File: src/rtl/pipe_ctrl_pkg.sv
// Shared constants and types for the pipeline controller: stall codes,
// reset/stop encodings, exception type constants and the FSM state type.
package pipe_ctrl_pkg;

  localparam logic RstEnable = 1'b1;
  localparam logic Stop      = 1'b1;
  localparam logic NoStop    = 1'b0;

  localparam logic [31:0] ZeroWord             = 32'h0000_0000;
  localparam logic [31:0] EXC_ERET             = 32'h0000_000e;
  localparam logic [31:0] DEFAULT_HANDLER_ADDR = 32'h0000_0020;

  // One bit per stage, LSB = PC; a stalling stage also holds every earlier stage.
  localparam logic [5:0] STALL_NONE = {6{NoStop}};
  localparam logic [5:0] STALL_ID   = 6'b000111;
  localparam logic [5:0] STALL_EX   = 6'b001111;
  localparam logic [5:0] STALL_MEM  = 6'b011111;

  typedef enum logic [1:0] {
    ST_RUN,
    ST_FLUSH,
    ST_REFILL
  } state_e;

  function automatic logic [5:0] stall_decode(input logic req_id,
                                              input logic req_ex,
                                              input logic req_mem);
    logic [5:0] code;
    code = STALL_NONE;
    if (req_mem)     code = STALL_MEM;
    else if (req_ex) code = STALL_EX;
    else if (req_id) code = STALL_ID;
    return code;
  endfunction

endpackage

File: src/rtl/pipe_stall_wdog.sv
// Stall watchdog: counts consecutive stalled cycles (saturating) and raises
// a sticky timeout flag once the count reaches STALL_LIMIT.
module pipe_stall_wdog
  import pipe_ctrl_pkg::*;
#(
  parameter int STALL_LIMIT = 255
) (
  input  logic clk,
  input  logic rst,
  input  logic stall_active,
  output logic stall_timeout
);

  localparam logic [7:0] LIMIT = 8'(STALL_LIMIT);

  logic [7:0] cnt_q, cnt_d;
  logic       timeout_q, timeout_d;

  always_comb begin
    cnt_d     = cnt_q;
    timeout_d = timeout_q;
    if (!stall_active) begin
      cnt_d = 8'd0;
    end else if (cnt_q != LIMIT) begin
      cnt_d = cnt_q + 8'd1;
    end
    if (cnt_d == LIMIT) timeout_d = 1'b1;
  end

  always_ff @(posedge clk) begin
    if (rst == RstEnable) begin
      cnt_q     <= 8'd0;
      timeout_q <= 1'b0;
    end else begin
      cnt_q     <= cnt_d;
      timeout_q <= timeout_d;
    end
  end

  assign stall_timeout = timeout_q;

endmodule

File: src/rtl/pipe_ctrl.sv
// Pipeline controller: stall decode, exception flush/redirect sequencing
// with a post-flush refill window, flush counter and stall watchdog.
module pipe_ctrl
  import pipe_ctrl_pkg::*;
#(
  parameter logic [31:0] HANDLER_ADDR  = DEFAULT_HANDLER_ADDR,
  parameter int          REFILL_CYCLES = 2,
  parameter int          STALL_LIMIT   = 255
) (
  input  logic        clk,
  input  logic        rst,
  input  logic        stallreq_id,
  input  logic        stallreq_ex,
  input  logic        stallreq_mem,
  input  logic [31:0] excepttype_i,
  input  logic [31:0] cp0_epc_i,
  output logic [5:0]  stall,
  output logic        flush,
  output logic [31:0] new_pc,
  output logic        stall_timeout,
  output logic [15:0] exc_count
);

  localparam logic [3:0] REFILL_LOAD = 4'(REFILL_CYCLES);

  state_e      state_q, state_d;
  logic        flush_q, flush_d;
  logic [31:0] new_pc_q, new_pc_d;
  logic [3:0]  refill_q, refill_d;
  logic [15:0] exc_count_q, exc_count_d;

  // Stall is combinational; a pending exception in RUN outranks every request.
  always_comb begin
    stall = STALL_NONE;
    if (rst != RstEnable) begin
      case (state_q)
        ST_RUN: begin
          if (excepttype_i == ZeroWord)
            stall = stall_decode(stallreq_id, stallreq_ex, stallreq_mem);
        end
        ST_REFILL: stall = stall_decode(stallreq_id, stallreq_ex, stallreq_mem);
        default:   stall = STALL_NONE;
      endcase
    end
  end

  always_comb begin
    state_d     = state_q;
    flush_d     = 1'b0;
    new_pc_d    = ZeroWord;
    refill_d    = refill_q;
    exc_count_d = exc_count_q;
    case (state_q)
      ST_RUN: begin
        if (excepttype_i != ZeroWord) begin
          state_d     = ST_FLUSH;
          flush_d     = 1'b1;
          new_pc_d    = (excepttype_i == EXC_ERET) ? cp0_epc_i : HANDLER_ADDR;
          refill_d    = REFILL_LOAD;
          exc_count_d = exc_count_q + 16'd1;
        end
      end
      ST_FLUSH: state_d = ST_REFILL;
      ST_REFILL: begin
        // Exceptions stay masked until the refill window has drained.
        if (refill_q <= 4'd1) begin
          state_d  = ST_RUN;
          refill_d = 4'd0;
        end else begin
          refill_d = refill_q - 4'd1;
        end
      end
      default: state_d = ST_RUN;
    endcase
  end

  always_ff @(posedge clk) begin
    if (rst == RstEnable) begin
      state_q     <= ST_RUN;
      flush_q     <= 1'b0;
      new_pc_q    <= ZeroWord;
      refill_q    <= 4'd0;
      exc_count_q <= 16'd0;
    end else begin
      state_q     <= state_d;
      flush_q     <= flush_d;
      new_pc_q    <= new_pc_d;
      refill_q    <= refill_d;
      exc_count_q <= exc_count_d;
    end
  end

  pipe_stall_wdog #(
    .STALL_LIMIT (STALL_LIMIT)
  ) u_wdog (
    .clk           (clk),
    .rst           (rst),
    .stall_active  (stall != STALL_NONE),
    .stall_timeout (stall_timeout)
  );

  assign flush     = flush_q;
  assign new_pc    = new_pc_q;
  assign exc_count = exc_count_q;

endmodule

File: config.mk
export PLATFORM = sky130hd
export DESIGN_NAME = pipe_ctrl
export DESIGN_NICKNAME = d
export VERILOG_FILES = /design/src/rtl/pipe_ctrl_pkg.sv /design/src/rtl/pipe_stall_wdog.sv /design/src/rtl/pipe_ctrl.sv
export SDC_FILE = /design/constraint.sdc
export NUM_CORES = 1
export LEC_CHECK = 0
export BUFFER_PORTS_ARGS = -buffer_cell sky130_fd_sc_hd__clkbuf_2
export CAP_MARGIN = 20
export CORE_MARGIN = 2
export CORE_UTILIZATION = 46
export CTS_CLUSTER_SIZE = 10
export DETAILED_ROUTE_END_ITERATION = 8
export GPL_TIMING_DRIVEN = 0
export HOLD_SLACK_MARGIN = 0.03
export PLACE_DENSITY = 0.79
export SLEW_MARGIN = 25
export SYNTH_ARGS = -nofsm -noshare
export SYNTH_HDL_FRONTEND = slang
export SYNTH_SLANG_ARGS = --single-unit
export TNS_END_PERCENT = 20
File: constraint.sdc
create_clock -name clk -period 2.08 [get_ports clk]
set_clock_uncertainty 0.2 [all_clocks]
set_input_delay 0.208 -clock clk [delete_from_list [all_inputs] [get_ports clk]]
set_output_delay 0.208 -clock clk [all_outputs]
set_load 0.01 [all_outputs]
==> results by group <==
Run status
  • Outcome: finished clean

Min path
  • Min-delay worst type: input port to register
  • Min-delay src: excepttype_i[1]
  • Hold endpoint: new_pc[5]
  • Hold Path Stages: 3

Setup path
  • Reg2reg start: exc_count[1]
  • Critical Path Fanout Max: 6
  • CP Cell Sequence: clkbuf_2 -> nor4_4 -> nand4_2 -> o31ai_4 -> buf_6 -> buf_6 -> and3_1 -> buf_2
  • Slowest CP cell: o31ai_4
  • Worst setup path class: input port to output port
  • Largest delay contributor family on the critical path: simple AND/OR/NAND/NOR gates
  • Req. time, crit path: between 1.5 and 2 ns
  • Reg2reg path depth: 6
  • Worst reg2reg setup slack: 0.07 ns
  • Worst Setup End Kind: output port
  • CP bufs+invs: 4
  • CP most frequent cell: buf_6
  • Worst EP arrival: roughly 1.6 ns
  • Reg2Reg Capture Point: exc_count[14]
  • Worst path max stage delay: ~0.32 ns
  • Type of origin of the critical path: input port

Power and ir drop
  • Leak: 1.752 nW
  • Comb pwr share: 12.0%
  • Sw frac: 24.44%
  • Worst VDD drop: 414.3 uV
  • Power Internal: between 1.5 and 2 mW
  • Psw: between 0.6 and 0.7 mW
  • Clk network pwr share: between 30% and 40%
  • Pwr Density: 655.4 nW/um^2
  • Power share of the sequential group: 49.4%

Finish
  • Fin area: about 4000 sq um
  • Final Non-Filler Cells: 523
  • Area Growth Syn to Fin: 50.59%
  • Share of cells above drive strength 1: 40.35%
  • Final-stage net count: 519
  • # diodes: 0
  • Filler cells: 408

Route
  • Iter 0 DRT Violations: 100
  • Total number of vias: 2,598
  • Post-Route WL: 7211 um
  • Via density: about 5
  • Pre-antenna DRT Iters: 4
  • Post-DRT Antenna Nets: 0
  • DR WL/cell: 13.79 um
  • DRC errors left: 0

Flow run
  • Max cap viols: 0

STA
  • Fin crit share: a little over nine tenths
  • Worst slew margin: 64.04%
  • Hold slack final: around 0.081 ns
  • Fmax: 0.4952 GHz
  • Fin crit period: 2.019 ns
  • Final worst slack: between 0.06 and 0.07 ns
  • Final setup fails: 0
  • Final hold violations: 0
  • Pins Over Slew Limit: 0
  • Worst Tran Pin Value: between 0.5 and 0.6 ns
  • Unrepaired setup endpoints after global routing: true

GRT
  • Vias in the first global route: 2,451
  • Total track usage: 22.27%
  • Largest net degree at the start of global routing: 12
  • Initial antenna violation count: 0
  • Total gr overflow: 0
  • Global-route wire length before repair: 11,100 um

Yosys
  • Most numerous cell in the Yosys netlist: dfxtp_1
  • #FFs+latches synth: 64
  • Post-Synthesis Cell Area: 2636 sq um
  • Ys async rst share: 0%
  • Main synth FF type: dfxtp_1
  • Sequential element share of the synthesized area: 48.60%
  • Area contributors post-synth: dfxtp_1 (49%), and2_1 (7.6%), a21oi_1 (3.8%)
  • Avg Cell Area, Syn: 9.517 sq um
  • EDFF count, synth: 0
  • Cells after synthesis: 277
  • Mapped Nets: 350
  • Top cell type's share of synthesized area: 48.60%
  • Post-synth top area cell: dfxtp_1
  • Synth warn: 0
  • Synth unique cells: 47
  • Most common library cells after synthesis: dfxtp_1 (64), and2_1 (32), nor2_1 (22), a21oi_1 (20), nand3_1 (12)

Clocking
  • Root Driver: clkbuf_8
  • Num CTS Buffers: 9
  • Clk_lat worst skew: ~0.32 ns
  • Clk sinks: 64
  • CTS HTree Levels: 3
  • CTS tree: built
  • Register clock-pin slew on the reported worst setup and hold paths: 0.07 ns
  • CTS Buffer Depth: 2

Floorplanning
  • IO Count: 125
  • Starting Density: 47.88%
  • Die area: 6353 sq um
  • Die Ht: roughly 80 um
  • Core area: 5507 sq um
  • # rows: 27
  • Die W: between 70 and 80 um

Placed design
  • Placement-stage cell area: 3337 sq um
  • Place WS: -0.3947 ns
  • I/O Buffers: 122
  • Placed insts: 471
  • Placer Congestion: 0.8374
  • DP Wirelength: 4773 um
[kinds of logic (layout without fill, tap and decap cells)]
group | after synthesis | count (layout) | synth area share, %
AO/OA/AOI/OAI | 47 | 47 | 11.68
XOR/XNOR | 4 | 4 | 1.329
adder cells (fa/ha/maj) | 4 | 4 | 1.899
buffers and inverters | 25 | 199 | 5.031
flip-flops | 64 | 64 | 48.60
multiplexers | 5 | 5 | 2.136
other | 1 | 1 | 0.1422
AND/OR/NAND/NOR | 127 | 127 | 29.19
[state kept, by name, indices dropped and copies added (netlist names)]
register	flops
exc_count	16
flush	1
new_pc	32
refill_q	4
state_q	2
u_wdog.cnt_q	8
u_wdog.stall_timeout	1
[cell usage in the layout, fill, tap and decap left out, types with 4 or more instances in the layout]
master	netlist	layout
nor3_1	8	8
clkbuf_1	6	5
o31ai_1	6	6
dfxtp_2	0	5
a21oi_1	20	20
buf_4	4	10
clkbuf_8	0	9
or4_1	6	6
nand2_1	10	10
dfxtp_1	64	59
and2_1	32	32
dlygate4sd3_1	0	32
nor2_1	22	21
o21ai_0	7	7
nand3_1	12	11
clkbuf_2	0	119
or3_1	8	7
nor4_2	5	4
inv_1	11	10
buf_6	3	5
[tightest hold or removal path, stage by stage]
cell and delay, ns:
clkbuf_2 0.09, nand3_1 0.14, o31a_1 0.13
[stage by stage]
step	TNS, ns	power (mW)	util [%]
finish	0	2.602	72.10
global route	-0.1773	2.722	72.10
CTS	-0.02159	2.607	71.10
detailed placement	-5.273	1.542	60.60
global placement	-3.781	1.533	60.60
floorplan	0	1.424	-
[power groups by stage]
stage                     logic (mW)  registers (mW)  clock network (mW)
after floorplan                0.121            1.30                   0
after global placement         0.233            1.30                   0
after detailed placement       0.240            1.30                   0
after CTS                      0.299            1.28                1.03
after global routing           0.342            1.29                1.09
final                          0.312            1.29                1.01
[worst max-delay path by stage]
| stage | from | endpoint | slack (ns) | depth (start not counted) |
|---|---|---|---|---|
| global route | excepttype_i[14] | stall[4] | -0.04 | 8 |
| global placement | excepttype_i[16] | stall[1] | -0.39 | 9 |
| CTS | excepttype_i[30] | stall[1] | -0.01 | 9 |
| detailed placement | excepttype_i[16] | stall[1] | -0.39 | 9 |
| floorplan | excepttype_i[13] | stall[1] | 0.06 | 7 |
| finish | excepttype_i[14] | stall[4] | 0.06 | 8 |
[cell type report]
| cell class | count | area (sq um) | area share [%] |
|---|---|---|---|
| Multi-Input combinational cell | 188 | 1291 | 32.52 |
| Sequential cell | 64 | 1287 | 32.43 |
| Timing Repair Buffer | 160 | 982.2 | 24.74 |
| Clock buffer | 10 | 127.6 | 3.215 |
| Buffer | 12 | 90.09 | 2.269 |
| Tap cell | 72 | 90.09 | 2.269 |
| Clock inverter | 6 | 60.06 | 1.513 |
| Inverter | 11 | 41.29 | 1.040 |
[routing by layer]
metal  routed length, um  vias up  track usage (%)
met2                3681      109            40.42
met3                 561        9            6.900
met1                2879     1174            24.58
met4                  89        0            7.069
li1                    -     1306                -
met5                   0        -                0
[timing repair]
item / CTS / global route
pin swaps: 4 / 5
resized for setup: 9 / 15
buffers inserted: 5 / 1
hold buffers: 32 / 0
setup endpoints to repair: 6 / 12
hold endpoints to repair: 32 / 0
Note: power is estimated with default switching activity, not from simulation.
